[config.mk]
export PLATFORM = sky130hd
export DESIGN_NAME = fetch_unit
export DESIGN_NICKNAME = d
export VERILOG_FILES = /design/src/rtl/fetch_unit.sv
export SDC_FILE = /design/constraint.sdc
export NUM_CORES = 1
export LEC_CHECK = 0
export BUFFER_PORTS_ARGS = -buffer_cell sky130_fd_sc_hd__buf_2
export CAP_MARGIN = 20
export CORE_MARGIN = 2
export CORE_UTILIZATION = 30
export CTS_CLUSTER_DIAMETER = 80
export DETAILED_ROUTE_END_ITERATION = 12
export MAX_ROUTING_LAYER = met4
export PLACE_DENSITY_LB_ADDON = 0.05
export SETUP_SLACK_MARGIN = 0.1
export SKIP_CTS_REPAIR_TIMING = 1
export SLEW_MARGIN = 15
export SYNTH_ARGS = -nofsm -noshare
export SYNTH_HDL_FRONTEND = slang
export SYNTH_SLANG_ARGS = --single-unit
[constraint.sdc]
create_clock -name clk -period 5.06 [get_ports clk]
set_input_delay 0.253 -clock clk [delete_from_list [all_inputs] [get_ports clk]]
set_output_delay 0.253 -clock clk [all_outputs]
set_load 0.01 [all_outputs]
[src/rtl/fetch_unit.sv]
// fetch_unit: owns the PC, reads a synchronous ROM and buffers bytes in a 2-entry queue.
// Jumps redirect the PC and flush the queue. FETCH_HALT_EN enables stop-on-HALT_OPCODE.
module fetch_unit #(
    parameter int                 ADDR_W      = 16,
    parameter int                 INSTR_W     = 8,
    parameter logic [ADDR_W-1:0]  RESET_PC    = '0,
    parameter logic [INSTR_W-1:0] HALT_OPCODE = 8'hFF
) (
    input  logic               clk,
    input  logic               rst_n,
    output logic               rom_en,
    output logic [ADDR_W-1:0]  rom_addr,
    input  logic [INSTR_W-1:0] rom_data,
    output logic               instr_valid,
    input  logic               instr_ready,
    output logic [INSTR_W-1:0] instr,
    output logic [ADDR_W-1:0]  instr_pc,
    input  logic               jmp_valid,
    input  logic [ADDR_W-1:0]  jmp_addr,
    output logic               halted
);

    typedef enum logic [0:0] {
        ST_RUN  = 1'b0,
        ST_HALT = 1'b1
    } state_t;

    localparam logic [ADDR_W-1:0] PC_STEP = {{(ADDR_W-1){1'b0}}, 1'b1};

    state_t              state_r;
    state_t              state_next_s;
    logic [ADDR_W-1:0]   pc_r;
    logic [INSTR_W-1:0]  q_instr_r [2];
    logic [ADDR_W-1:0]   q_pc_r [2];
    logic [1:0]          count_r;
    logic                inflight_r;
    logic [ADDR_W-1:0]   inflight_pc_r;
    logic                pop_s;
    logic                push_s;
    logic                issue_s;
    logic                halt_hit_s;
    logic [2:0]          credit_used_s;

    // Queue head drives the datapath interface directly from registers.
    assign instr_valid = (count_r != 2'd0);
    assign instr       = q_instr_r[0];
    assign instr_pc    = q_pc_r[0];
    assign halted      = (state_r == ST_HALT);
    assign pop_s       = instr_valid & instr_ready;

`ifdef FETCH_HALT_EN
    assign halt_hit_s = push_s && (rom_data == HALT_OPCODE);
`else
    assign halt_hit_s = 1'b0;
`endif

    // Fetch issue, jump bypass and capture qualification.
    always_comb begin
        credit_used_s = {1'b0, count_r} + {2'b00, inflight_r};
        issue_s       = 1'b0;
        if (rst_n && (state_r == ST_RUN) && ((credit_used_s < 3'd2) || pop_s)) begin
            issue_s = 1'b1;
        end else begin
            issue_s = 1'b0;
        end
        rom_en   = rst_n & (jmp_valid | issue_s);
        if (jmp_valid) begin
            rom_addr = jmp_addr;
        end else begin
            rom_addr = pc_r;
        end
        // Returning data is dropped on a jump (stale) and while halted.
        push_s = inflight_r && !jmp_valid && (state_r == ST_RUN);
    end

    // Run/halt next-state logic.
    always_comb begin
        state_next_s = state_r;
        case (state_r)
            ST_RUN: begin
                if (halt_hit_s) begin
                    state_next_s = ST_HALT;
                end else begin
                    state_next_s = ST_RUN;
                end
            end
            ST_HALT: begin
                if (jmp_valid) begin
                    state_next_s = ST_RUN;
                end else begin
                    state_next_s = ST_HALT;
                end
            end
            default: state_next_s = ST_RUN;
        endcase
    end

    // State register.
    always_ff @(posedge clk) begin
        if (!rst_n) begin
            state_r <= ST_RUN;
        end else begin
            state_r <= state_next_s;
        end
    end

    // Program counter and in-flight read tracking.
    always_ff @(posedge clk) begin
        if (!rst_n) begin
            pc_r          <= RESET_PC;
            inflight_r    <= 1'b0;
            inflight_pc_r <= '0;
        end else begin
            inflight_r    <= rom_en;
            inflight_pc_r <= rom_addr;
            if (jmp_valid) begin
                pc_r <= jmp_addr + PC_STEP;
            end else if (issue_s) begin
                pc_r <= pc_r + PC_STEP;
            end else begin
                pc_r <= pc_r;
            end
        end
    end

    // Two-entry shifting queue; entry 0 is always the head.
    always_ff @(posedge clk) begin
        if (!rst_n) begin
            count_r      <= 2'd0;
            q_instr_r[0] <= '0;
            q_instr_r[1] <= '0;
            q_pc_r[0]    <= '0;
            q_pc_r[1]    <= '0;
        end else if (jmp_valid) begin
            count_r <= 2'd0;
        end else begin
            case ({push_s, pop_s})
                2'b10: begin
                    if (count_r == 2'd0) begin
                        q_instr_r[0] <= rom_data;
                        q_pc_r[0]    <= inflight_pc_r;
                    end else begin
                        q_instr_r[1] <= rom_data;
                        q_pc_r[1]    <= inflight_pc_r;
                    end
                    count_r <= count_r + 2'd1;
                end
                2'b01: begin
                    q_instr_r[0] <= q_instr_r[1];
                    q_pc_r[0]    <= q_pc_r[1];
                    count_r      <= count_r - 2'd1;
                end
                2'b11: begin
                    if (count_r == 2'd1) begin
                        q_instr_r[0] <= rom_data;
                        q_pc_r[0]    <= inflight_pc_r;
                    end else begin
                        q_instr_r[0] <= q_instr_r[1];
                        q_pc_r[0]    <= q_pc_r[1];
                        q_instr_r[1] <= rom_data;
                        q_pc_r[1]    <= inflight_pc_r;
                    end
                end
                default: count_r <= count_r;
            endcase
        end
    end

endmodule

== Word-level counts from Yosys, hierarchy flattened ==
Memories as Yosys holds them, arrays and structs flattened.
Index checks and enable logic that the tools add are counted.
W data, S select, Z words.

* $add $sub $neg: 5
* Eq/ne operators: 4
* Bitwise operators: 17
* Mux-type cells: 44
* Reduce and logical (&&, ||, !) cells: 11
* Order comparisons: 1

{| class="wikitable"
|+ Operators with widths
! cell !! count
|-
| $mux W16 || 9
|-
| $mux W8 || 6
|-
| $add A16 B1 Y16 const B || 2
|-
| $mux W1 || 27
|-
| $or A1 B1 Y1 || 13
|-
| $reduce_bool A2 Y1 || 3
|-
| $eq A2 B1 Y1 const B || 2
|-
| $eq A2 B2 Y1 const B || 2
|-
| $logic_and A1 B1 Y1 || 4
|-
| $pmux W2 S2 || 1
|-
| $add A2 B1 Y3 || 1
|-
| $lt A3 B2 Y1 const B || 1
|-
| $add A2 B1 Y2 const B || 1
|-
| $and A1 B1 Y1 || 2
|-
| $logic_not A2 Y1 || 1
|-
| $not A1 Y1 || 2
|-
| $pmux W1 S2 || 1
|-
| $reduce_or A2 Y1 || 1
|-
| $sub A2 B1 Y2 const B || 1
|-
| $logic_not A1 Y1 || 1
|-
| $logic_or A1 B1 Y1 || 1
|}

* Input port bits: 28
* Output and inout bits: 43
* Logic and storage cells: 89
* Bits in writable memories: 48
* Register bits after elaboration: 36
* Memories kept: 2

{| class="wikitable"
|+ Memories
! memory !! depth !! width !! rd ports !! clocked after Yosys merged registers in !! write ports !! RTL line !! source
|-
| q_pc_r || 2 || 16 || 2 || 0 || 2 || 34 || <nowiki>logic [ADDR_W-1:0] q_pc_r [2];</nowiki>
|-
| q_instr_r || 2 || 8 || 2 || 0 || 2 || 33 || <nowiki>logic [INSTR_W-1:0] q_instr_r [2];</nowiki>
|}

== Depth between registers and ports, before layout ==
Gate-level depths: netlist of run 1.

* Depth in word-level cells: 12
* Mapped depth: 11
* Mapped depth without buffers: 8

== Worst setup path after synthesis of run 1 ==
No wires, ideal clock.

* Path kind: reg2reg
* Start: reg count_r[0]
* End: mem q_instr_r[0][0], enable pin
* Data required time: 4.622 ns
* Arrival time: 2.838 ns
* Clock period less this slack: 3.276 ns
* Setup slack: 1.784 ns
* Cell stages (with the launch flop): 7
* Cells stage by stage: dfxtp_1 -> inv_1 -> ha_1 -> nor2b_2 -> ha_1 -> a211oi_1 -> o21ai_0

{| class="wikitable"
|+ RTL lines
! what !! RTL line !! source
|-
| from (decl) || 35 || <nowiki>logic [1:0] count_r;</nowiki>
|-
| from (signal assigned) || 146 || <nowiki>count_r <= count_r + 2'd1;</nowiki>
|-
| from (signal assigned) || 151 || <nowiki>count_r <= count_r - 2'd1;</nowiki>
|-
| from (signal assigned) || 164 || <nowiki>default: count_r <= count_r;</nowiki>
|-
| to (decl) || 33 ||
|}

== Worst setup path in the final report of run 1 ==
* Start: reg count_r[0]
* End: out rom_en

* Word-level cells in the longest chain between the ends: 7
* Elaborated cells between the ends (all ways): 9
* Those cells by class: 1 x add/sub; 1 x order compare; 1 x mux; 3 x bitwise; 3 x reduce/logical

{| class="wikitable"
|+ RTL lines
! what !! RTL line !! source
|-
| $add A2 B1 Y3 or $reduce_bool A2 Y1 (tied branches) || 59, 45 ||
|-
| $lt A3 B2 Y1 or $and A1 B1 Y1 (tied branches) || 61, 49 ||
|-
| $logic_or A1 B1 Y1 * || 61 || <nowiki>if (rst_n && (state_r == ST_RUN) && ((credit_used_s < 3'd2) || pop_s)) begin</nowiki>
|-
| $logic_and A1 B1 Y1 * || 61 ||
|-
| $mux W1 * || 61 ||
|-
| $or A1 B1 Y1 * || 66 || <nowiki>rom_en = rst_n & (jmp_valid | issue_s);</nowiki>
|-
| $and A1 B1 Y1 * || 66 ||
|-
| to (decl) || 11 || <nowiki>output logic rom_en,</nowiki>
|}

Every way passes the cells marked *; elsewhere a longest branch is shown, timed or not.

==> results.txt, run 1 <==
total setup violations reported at the end of the flow: 0
diodes inserted: 0
via count of the first global-routing pass: 2732
first-pass GRT wire length: 14800 um
Slew HR: 28.4%
share of synthesized registers carrying an async set or reset: 0%
Int Pwr: 1.23 mW
part of the cycle the worst path needs: 61.1%
root cell of the clock tree: sky130_fd_sc_hd__clkbuf_16
detailed-route via count: 2726
area fraction of the dominant cell type after synthesis: 34.8%
sequential element share of the synthesized area: 52.2%
setup skew after layout: 0.00864 ns
post-synthesis cell count: 386
least setup slack across all paths after layout: 1.97 ns
library cell with the highest instance count after synthesis: sky130_fd_sc_hd__edfxtp_1
slew of the pin with the lowest slew margin: 1.07 ns
share of layout cells above drive strength 1: 25.1%
core area: 13300 sq um
static leakage: 1.93 nW
share of power burned in the clock network: 40.8%
worst slack at placement: 1.83 ns
Psw: 404 uW
post-layout utilization of the core: 35.6%
CP arrival: 2.84 ns
total detailed-routing wirelength: 9120 um
count of H-tree levels built during CTS: 3
clock network latency to the later pin of the worst-skew pair: 0.35 ns
clock input transition at the sequential cells of the worst setup and hold paths: 0.06 ns
horizontal extent of the die: 121 um
minimum period implied by the final worst setup slack: 3.09 ns
remaining design rule violation count: 0
worst-case vdd ir drop: 0.149 mV
classification of the worst-slack hold path: in -> reg
port buffer count: 70
die outline area: 14800 sq um
vertical die dimension: 121 um
Req. time, crit path: 4.81 ns
Top FF cell, synth: sky130_fd_sc_hd__edfxtp_1
max-slew violations: 0
Worst Path Class, Setup: reg -> out
Final Wtd Congestion: 0.781
Synth-to-Final Area Change: 14.7%
count of synthesis-stage warnings from yosys: 0
Rows: 42
FF-to-FF setup slack: 2.28 ns
Ports: 71
total global routing overflow: 0
outcome: finished clean
per-cell via count in the routed design: 4.47
cell area after technology mapping: 4140 sq um
net count of the mapped netlist: 420
type of origin of the critical path: flip-flop
number of synthesized flops with an enable pin: 48
share of power burned in combinational logic: 11.1%
count of unique library cells instantiated by Yosys: 49
final hold violation count: 0
list of most frequent post-synthesis cells: sky130_fd_sc_hd__edfxtp_1, sky130_fd_sc_hd__nor2_1, sky130_fd_sc_hd__dfxtp_1
endpoint class of the critical path: output pin
leading post-synthesis cells by cell area: sky130_fd_sc_hd__edfxtp_1, sky130_fd_sc_hd__dfxtp_1, sky130_fd_sc_hd__mux2i_1, sky130_fd_sc_hd__buf_4, sky130_fd_sc_hd__and2_1
MaxCap Viol Count: 0
total of fill cells in the finished design: 1407
Sink Count: 84
switching power share of the total: 24.8%
synthesis-stage register bit count: 84
violation count after the first detailed-routing iteration: 124
maximum number of buffers from clock root to sink: 2
crit-path max FO: 16
DPL Wire Length: 6170 um
net count of the finished layout: 463
starting utilization of the core area: 31.0%
detailed-routing iteration count for the pre-antenna-repair pass: 4
unrepaired setup endpoints after global routing: false
syn_area_per_cell: 10.7 sq um
pin count of the biggest net entering global routing: 47
Highest Clock Rate: 323 MHz
number of buffers created by CTS: 9
clock tree from TritonCTS: yes
power per unit of standard cell area: 343 nW/um^2
share of total power in sequential cells: 48.1%
antenna violations before repair: 0
wire length per cell after detailed routing: 14.9 um
remaining number of nets flagged by the antenna check after routing: 0
cell accounting for the most synthesized area: sky130_fd_sc_hd__edfxtp_1
overall fraction of global-route tracks in use: 13.6%
Fin Setup TNS: 0 ns
Power, Total: 1.63 mW
## worst paths after layout
| path | depth (start not counted) | startpoint | end |
|---|---|---|---|
| min reg2reg | 2 | halted | halted |
| min | 2 | rom_data[3] | q_instr_r[0][11] |
| max reg2reg | 8 | count_r[0] | q_pc_r[0][5] |
| max | 9 | count_r[0] | rom_en |
## flip-flops by register name, indices dropped and copies added, names as in the netlist
register	count
q_pc_r	32
halted	1
inflight_pc_r	16
pc_r	16
count_r	2
q_instr_r	16
inflight_r	1
## layer usage
| layer | vias up | global-route usage, % | wire (um) |
|---|---|---|---|
| met5 | - | - | 0 |
| li1 | 1396 | - | - |
| met2 | 69 | 18.9 | 3810 |
| met3 | 10 | 2.07 | 345 |
| met1 | 1251 | 19.5 | 4770 |
| met4 | 0 | 5.82 | 184 |
## layout make-up
| type | instances | area, sq um | area share, % |
|---|---|---|---|
| sequential | 84 | 2160 | 45.5 |
| clock buffer | 11 | 243 | 5.11 |
| multi-input combinational | 238 | 1610 | 33.9 |
| timing repair buffer | 74 | 380 | 8.01 |
| inverter | 22 | 82.6 | 1.74 |
| tap | 176 | 220 | 4.64 |
| clock inverter | 5 | 51.3 | 1.08 |
## worst max-delay path: stages, from the launching register on
cell                      delay, ns
sky130_fd_sc_hd__dfxtp_1       0.39
sky130_fd_sc_hd__inv_1         0.06
sky130_fd_sc_hd__ha_1          0.23
sky130_fd_sc_hd__nor2b_2       0.18
sky130_fd_sc_hd__inv_2         0.05
sky130_fd_sc_hd__a21oi_1       0.35
sky130_fd_sc_hd__a21o_1        0.61
sky130_fd_sc_hd__nand2_1       0.38
sky130_fd_sc_hd__inv_1         0.11
sky130_fd_sc_hd__buf_2         0.13
## power by group through the flow
stage               combinational [mW]  sequential, mW  clock (mW)
floorplan                        0.134           0.794           0
global placement                 0.185           0.800           0
detailed placement               0.185           0.800           0
CTS                              0.185           0.785       0.683
global route                     0.201           0.790       0.708
finish                           0.181           0.784       0.665
## metrics by stage
| stage | std cells | hold WS [ns] | area [sq um] |
|---|---|---|---|
| CTS | 610 | 0.204 | 4750 |
| floorplan | 386 | 0.418 | 4140 |
| finish | 610 | 0.212 | 4750 |
| global placement | 594 | 0.469 | 4460 |
| global route | 610 | 0.219 | 4750 |
| detailed placement | 594 | 0.478 | 4460 |
## cell families (layout without fill, tap and decap cells)
group	after synthesis	count (layout)	share of synthesized area [%]
multiplexers	39	39	9.97
flip-flops	84	84	52.2
XOR/XNOR	10	10	2.12
adder cells (fa/ha/maj)	6	6	1.81
AND/OR/NAND/NOR	144	144	18.3
buffers and inverters	64	112	8.98
AO/OA/AOI/OAI	39	39	6.65
## placed cells by master, fill, tap and decap left out, types with 3 or more instances in the layout
| cell type | count |
|---|---|
| sky130_fd_sc_hd__xnor2_1 | 8 |
| sky130_fd_sc_hd__edfxtp_1 | 48 |
| sky130_fd_sc_hd__nand4b_1 | 3 |
| sky130_fd_sc_hd__and2_1 | 29 |
| sky130_fd_sc_hd__buf_4 | 4 |
| sky130_fd_sc_hd__clkbuf_16 | 9 |
| sky130_fd_sc_hd__buf_2 | 70 |
| sky130_fd_sc_hd__ha_1 | 6 |
| sky130_fd_sc_hd__o21ai_0 | 3 |
| sky130_fd_sc_hd__nand3_2 | 3 |
| sky130_fd_sc_hd__nand3b_1 | 5 |
| sky130_fd_sc_hd__inv_1 | 20 |
| sky130_fd_sc_hd__mux2i_1 | 33 |
| sky130_fd_sc_hd__nand3_1 | 18 |
| sky130_fd_sc_hd__dfxtp_1 | 36 |
| sky130_fd_sc_hd__a211oi_1 | 5 |
| sky130_fd_sc_hd__nor2_1 | 43 |
| sky130_fd_sc_hd__nand2_1 | 24 |
| sky130_fd_sc_hd__nand2b_1 | 3 |
| sky130_fd_sc_hd__a21oi_1 | 16 |
| sky130_fd_sc_hd__mux2_2 | 4 |
| sky130_fd_sc_hd__nand4_1 | 8 |
Note: power is estimated with default switching activity, not from simulation.
==> run 2, diff against run 1 <==
==> constraint.sdc (replaced) <==
create_clock -name clk -period 3.1 [get_ports clk]
set_input_delay 0.155 -clock clk [delete_from_list [all_inputs] [get_ports clk]]
set_output_delay 0.155 -clock clk [all_outputs]
set_load 0.01 [all_outputs]
==> results.txt, run 2 (synthesis results as in run 1) <==
outcome: finished clean
capture point of the critical path: rom_en
Synth-to-Final Area Change: 15.3%
Crit path largest cell delay: 0.39 ns (-0.22 ns)
highest-delay cell along the critical path: sky130_fd_sc_hd__dfxtp_1
Final Wtd Congestion: 0.807 (+3.3%)
Power, Total: 2.57 mW (+57%)
Highest Clock Rate: 381 MHz
share of power burned in the clock network: 38.4% (-2.4 points)
Min-Delay Startpoint: rom_data[4]
Worst Setup SP: count_r[0]
overall fraction of global-route tracks in use: 13.5% (-0.062 points)
Stages on worst setup path: 10 (+1)
# placed instances: 600 (+1.0%)
CP arrival: 2.47 ns (-0.37 ns)
maximum number of buffers from clock root to sink: 2 (unchanged)
first-pass GRT wire length: 14700 um (-0.61%)
diodes inserted: 0 (unchanged)
register ranked first by flip-flop count: q_pc_r
violation count after the first detailed-routing iteration: 194 (+56%)
vertical die dimension: 121 um (unchanged)
reg-to-reg startpoint: count_r[0]
worst-case reg-to-reg path depth: 9 (+1)
port buffer count: 70 (unchanged)
total detailed-routing wirelength: 9080 um (-0.45%)
slew of the pin with the lowest slew margin: 0.623 ns (-0.448 ns)
switching power share of the total: 24.9% (+0.094 points)
met1 capacity usage during global routing: 18.9% (-0.64 points)
detailed-route via count: 2777 (+1.9%)
horizontal extent of the die: 121 um (unchanged)
type of origin of the critical path: flip-flop
placed inst area: 4500 sq um (+1.0%)
max-slew violations: 0 (unchanged)
pin count of the biggest net entering global routing: 39 (-17%)
static leakage: 1.94 nW (+0.93%)
die outline area: 14800 sq um (unchanged)
Largest register FFs: 32 (unchanged)
met2 Use GR: 18.7% (-0.21 points)
Req. time, crit path: 2.94 ns (-1.87 ns)
smallest hold slack: 0.115 ns (-0.0970 ns)
endpoint class of the critical path: output pin
share of layout cells above drive strength 1: 26.1% (+1.0 points)
minimum period implied by the final worst setup slack: 2.63 ns
most frequent standard cell in the layout excluding fill and tap cells: sky130_fd_sc_hd__buf_2
Ports: 71 (unchanged)
setup skew after layout: 0.00499 ns (-0.00365 ns)
core area: 13300 sq um (unchanged)
wire length per cell after detailed routing: 14.7 um (-1.4%)
Slew HR: 58.4% (+30 points)
worst-path cell chain: inv_1 > ha_1 > nor2b_2 > inv_2 > a21oi_1 > a21o_1 > buf_4 > nand2_1 > inv_1 > buf_2
part of the cycle the worst path needs: 84.8%
final hold violation count: 0 (unchanged)
antenna violations before repair: 0 (unchanged)
MaxCap Viol Count: 0 (unchanged)
share of total power in sequential cells: 49.9% (+1.8 points)
clock tree from TritonCTS: yes
met3 Track Usage GR: 3.01% (+0.94 points)
number of buffers created by CTS: 9 (unchanged)
leading cell types in the layout, fill and taps excluded: sky130_fd_sc_hd__buf_2, sky130_fd_sc_hd__edfxtp_1, sky130_fd_sc_hd__nor2_1, sky130_fd_sc_hd__dfxtp_1, sky130_fd_sc_hd__mux2i_1
share of power burned in combinational logic: 11.7% (+0.6 points)
Worst Path Class, Setup: reg -> out
via count of the first global-routing pass: 2731 (-0.037%)
Psw: 638 uW (+58%)
GR peak layer: met1
total global routing overflow: 0 (unchanged)
worst-case vdd ir drop: 0.281 mV (+89%)
clock input transition at the sequential cells of the worst setup and hold paths: 0.06 ns (about the same)
total of fill cells in the finished design: 1397 (-0.71%)
non-filler instance count after layout: 616 (+0.98%)
clock network latency to the later pin of the worst-skew pair: 0.33 ns (-0.02 ns)
per-cell via count in the routed design: 4.51 (+0.88%)
net count of the finished layout: 469 (+1.3%)
FF-to-FF setup slack: 0.70 ns (-1.58 ns)
starting utilization of the core area: 31.0% (unchanged)
power per unit of standard cell area: 538 nW/um^2 (+57%)
reg-to-reg endpoint: q_pc_r[0][3]
DPL Wire Length: 6380 um (+3.3%)
classification of the worst-slack hold path: in -> reg
remaining number of nets flagged by the antenna check after routing: 0 (unchanged)
count of H-tree levels built during CTS: 3 (unchanged)
total setup violations reported at the end of the flow: 0 (unchanged)
Fin Setup TNS: 0 ns (unchanged)
Rows: 42 (unchanged)
family of cells with the greatest summed delay on the critical path: buffers and inverters
Int Pwr: 1.93 mW (+57%)
design area: 4770 sq um (+0.50%)
detailed-routing iteration count for the pre-antenna-repair pass: 4 (unchanged)
most frequent cell on the critical path: sky130_fd_sc_hd__inv_1
Hold Crit Depth: 2 (unchanged)
Sink Count: 84 (unchanged)
root cell of the clock tree: sky130_fd_sc_hd__clkbuf_16
remaining design rule violation count: 0 (unchanged)
Buf/Inv on CP: 5 (+1)
unrepaired setup endpoints after global routing: false
crit-path max FO: 16 (unchanged)
## run 2: worst min-delay path by stage
stage / endpoint / slack (ns)
2_1_floorplan: inflight_pc_r[6] / 0.32
3_3_place_gp: inflight_pc_r[13] / 0.46
3_5_place_dp: q_instr_r[0][14] / 0.46
4_1_cts: q_instr_r[0][10] / 0.10
5_1_grt: q_instr_r[0][14] / 0.11
6_report: q_instr_r[0][12] / 0.12
## run 2: final cells by class
class | count | area, sq um | area share [%]
timing repair buffer | 80 | 425 | 8.91
clock inverter | 4 | 26.3 | 0.550
tap | 176 | 220 | 4.61
inverter | 22 | 82.6 | 1.73
multi-input combinational | 238 | 1610 | 33.7
sequential | 84 | 2160 | 45.3
clock buffer | 12 | 246 | 5.16
## run 2: power groups by stage
| stage | sequential, mW | combinational, mW | clock [mW] |
|---|---|---|---|
| 3_5_place_dp | 1.31 | 0.306 | 0 |
| 3_3_place_gp | 1.31 | 0.307 | 0 |
| 5_1_grt | 1.29 | 0.335 | 1.08 |
| 6_report | 1.28 | 0.301 | 0.985 |
| 2_1_floorplan | 1.30 | 0.219 | 0 |
| 4_1_cts | 1.28 | 0.307 | 1.02 |
## run 2: stage by stage
step | worst slack [ns] | utilization [%]
2_1_floorplan | 0.472 | -
3_3_place_gp | 0.756 | 33.7
3_5_place_dp | 0.665 | 33.7
4_1_cts | 0.409 | 35.8
5_1_grt | 0.282 | 35.8
6_report | 0.473 | 35.8
## run 2: metal layers
metal | vias to the layer above | part of all wire (%)
li1 | 1413 | -
met1 | 1277 | 51
met2 | 73 | 42
met3 | 14 | 4.5
met4 | 0 | 2.2
met5 | - | 0
==> run 3, diff against run 2 <==
--- a/config.mk
+++ b/config.mk
@@ -5,6 +5,7 @@
 export SDC_FILE = /design/constraint.sdc
 export NUM_CORES = 1
 export LEC_CHECK = 0
+export ABC_AREA = 1
 export BUFFER_PORTS_ARGS = -buffer_cell sky130_fd_sc_hd__buf_2
 export CAP_MARGIN = 20
 export CORE_MARGIN = 2
==> constraint.sdc (replaced) <==
create_clock -name clk -period 2.5 [get_ports clk]
set_input_delay 0.125 -clock clk [delete_from_list [all_inputs] [get_ports clk]]
set_output_delay 0.125 -clock clk [all_outputs]
set_load 0.01 [all_outputs]
==> results.txt, run 3 <==
final hold violation count: 0 (unchanged)
Worst Path Class, Setup: reg -> out
# placed instances: 704 (+17%)
type of origin of the critical path: flip-flop
net count of the mapped netlist: 519 (+24%)
first-pass GRT wire length: 15500 um (+5.7%)
syn_area_per_cell: 8.98 sq um (-16%)
Highest Clock Rate: 457 MHz
leading cell types in the layout, fill and taps excluded: sky130_fd_sc_hd__buf_2, sky130_fd_sc_hd__nand2_1, sky130_fd_sc_hd__inv_1, sky130_fd_sc_hd__nor2_1, sky130_fd_sc_hd__edfxtp_1
diodes inserted: 0 (unchanged)
number of synthesized flops with an enable pin: 48 (unchanged)
Rows: 44 (+4.8%)
horizontal extent of the die: 125 um (+2.5%)
total of fill cells in the finished design: 1524 (+9.1%)
classification of the worst-slack hold path: in -> reg
most frequent standard cell in the layout excluding fill and tap cells: sky130_fd_sc_hd__buf_2
outcome: finished clean
library cell with the highest instance count after synthesis: sky130_fd_sc_hd__nand2_1
slew of the pin with the lowest slew margin: 0.489 ns (-0.134 ns)
number of buffers created by CTS: 9 (unchanged)
share of synthesized registers carrying an async set or reset: 0% (unchanged)
static leakage: 2.21 nW (+14%)
net count of the finished layout: 568 (+21%)
total setup violations reported at the end of the flow: 0 (unchanged)
starting utilization of the core area: 30.3% (-0.70 points)
minimum period implied by the final worst setup slack: 2.19 ns
count of synthesis-stage warnings from yosys: 0 (unchanged)
antenna violations before repair: 0 (unchanged)
cell accounting for the most synthesized area: sky130_fd_sc_hd__edfxtp_1
area fraction of the dominant cell type after synthesis: 33.1% (-1.7 points)
pin count of the biggest net entering global routing: 49 (+26%)
endpoint class of the critical path: output pin
remaining design rule violation count: 0 (unchanged)
Top FF cell, synth: sky130_fd_sc_hd__edfxtp_1
sequential element share of the synthesized area: 49.6% (-2.6 points)
vertical die dimension: 125 um (+2.5%)
Largest register FFs: 32 (unchanged)
per-cell via count in the routed design: 4.26 (-5.6%)
part of the cycle the worst path needs: 87.5%
power per unit of standard cell area: 674 nW/um^2 (+25%)
setup skew after layout: 0.00530 ns (+0.000312 ns)
die outline area: 15500 sq um (+5.1%)
smallest hold slack: 0.100 ns (-0.0153 ns)
crit-path max FO: 7 (-9)
max-slew violations: 0 (unchanged)
detailed-routing iteration count for the pre-antenna-repair pass: 4 (unchanged)
via count of the first global-routing pass: 2984 (+9.3%)
synthesis-stage register bit count: 84 (unchanged)
total detailed-routing wirelength: 9440 um (+4.0%)
Ports: 71 (unchanged)
post-synthesis cell count: 485 (+26%)
detailed-route via count: 3077 (+11%)
leading post-synthesis cells by cell area: sky130_fd_sc_hd__edfxtp_1, sky130_fd_sc_hd__dfxtp_1, sky130_fd_sc_hd__nand2_1, sky130_fd_sc_hd__inv_1, sky130_fd_sc_hd__buf_4
MaxCap Viol Count: 0 (unchanged)
port buffer count: 70 (unchanged)
remaining number of nets flagged by the antenna check after routing: 0 (unchanged)
register ranked first by flip-flop count: q_pc_r
non-filler instance count after layout: 723 (+17%)
CP arrival: 2.06 ns (-0.41 ns)
cell area after technology mapping: 4360 sq um (+5.2%)
violation count after the first detailed-routing iteration: 186 (-4.1%)
root cell of the clock tree: sky130_fd_sc_hd__clkbuf_16
count of H-tree levels built during CTS: 3 (unchanged)
Final Wtd Congestion: 0.780 (-3.2%)
overall fraction of global-route tracks in use: 13.1% (-0.38 points)
clock input transition at the sequential cells of the worst setup and hold paths: 0.06 ns (about the same)
core area: 14400 sq um (+7.6%)
maximum number of buffers from clock root to sink: 2 (unchanged)
Sink Count: 84 (unchanged)
Req. time, crit path: 2.38 ns (-0.56 ns)
clock network latency to the later pin of the worst-skew pair: 0.34 ns (about the same)
list of most frequent post-synthesis cells: sky130_fd_sc_hd__nand2_1, sky130_fd_sc_hd__inv_1, sky130_fd_sc_hd__nor2_1
wire length per cell after detailed routing: 13.0 um (-11%)
worst-case vdd ir drop: 0.256 mV (-8.8%)
total global routing overflow: 0 (unchanged)
unrepaired setup endpoints after global routing: false
DPL Wire Length: 6850 um (+7.3%)
count of unique library cells instantiated by Yosys: 41 (-16%)
Slew HR: 67.4% (+8.9 points)
Synth-to-Final Area Change: 16.0%
share of layout cells above drive strength 1: 29.5% (+3.4 points)
clock tree from TritonCTS: yes
[run 3: changes by cell type in the layout (fill, tap and decap cells not counted), sizes merged, moves of 5 or more]
cell	previous run	this run
a21oi	17	34
and2	29	0
inv	22	75
mux2	5	0
mux2i	34	0
nand2	25	95
nand3b	5	0
nor2	43	63
o21ai	6	44
xnor2	8	1
[run 3: worst max-delay path, cell delays in order, from the launching register on]
cell	delay, ns
sky130_fd_sc_hd__dfxtp_1	0.39
sky130_fd_sc_hd__inv_1	0.06
sky130_fd_sc_hd__ha_1	0.22
sky130_fd_sc_hd__nor2_1	0.15
sky130_fd_sc_hd__buf_4	0.14
sky130_fd_sc_hd__o211ai_1	0.10
sky130_fd_sc_hd__nand2_1	0.09
sky130_fd_sc_hd__nand2_1	0.20
sky130_fd_sc_hd__inv_2	0.20
sky130_fd_sc_hd__buf_2	0.16
[run 3: area by class of cell]
type / instances / area (sq um) / area share [%]
clock inverter: 4 / 47.5 / 0.941
timing repair buffer: 81 / 475 / 9.41
inverter: 77 / 303 / 5.99
tap: 184 / 230 / 4.55
multi-input combinational: 281 / 1580 / 31.3
clock buffer: 12 / 256 / 5.07
sequential: 84 / 2160 / 42.8
[run 3: cells by family after synthesis]
family,after synthesis,synth area share [%]
compound gates,87,11.4
xor+xnor,6,1.21
fa+ha+maj,6,1.72
buf+inv,120,15.0
flops,84,49.6
simple gates,182,21.1
[run 3: worst paths after layout]
check	endpoint	depth (start not counted)	slack, ns	startpoint
setup / recovery	rom_en	9	0.31	count_r[0]
setup reg to reg	q_pc_r[0][2]	11	0.35	count_r[1]
hold reg to reg	pc_r[14]	2	0.47	pc_r[14]
hold / removal	inflight_pc_r[0]	3	0.10	jmp_addr[0]
[run 3: layer usage]
layer  part of all wire, %  routed length, um  GRT usage (%)  vias up
met5                     0                  0              -        -
met4                   1.7                162           5.95        0
met2                    44               4140           19.4       68
li1                      -                  -              -     1638
met1                    50               4750           17.5     1362
met3                   4.1                387           2.66        9
[run 3: power by group]
part,switching (mW),internal (mW)
registers,0.0267,1.55
clock network,0.538,0.825
logic,0.306,0.160
total,0.871,2.54
[run 3: metrics by stage]
| stage | instance area (sq um) | TNS [ns] | power, mW | worst slack [ns] | utilization [%] |
|---|---|---|---|---|---|
| after floorplan | 4370 | 0 | 1.96 | 0.194 | - |
| after global routing | 5050 | 0 | 3.57 | 0.159 | 35.2 |
| after global placement | 4680 | 0 | 2.07 | 0.0406 | 32.6 |
| final | 5050 | 0 | 3.41 | 0.312 | 35.2 |
| after detailed placement | 4680 | 0 | 2.08 | 0.0136 | 32.6 |
| after CTS | 4990 | -0.00987 | 3.46 | -0.00987 | 34.7 |
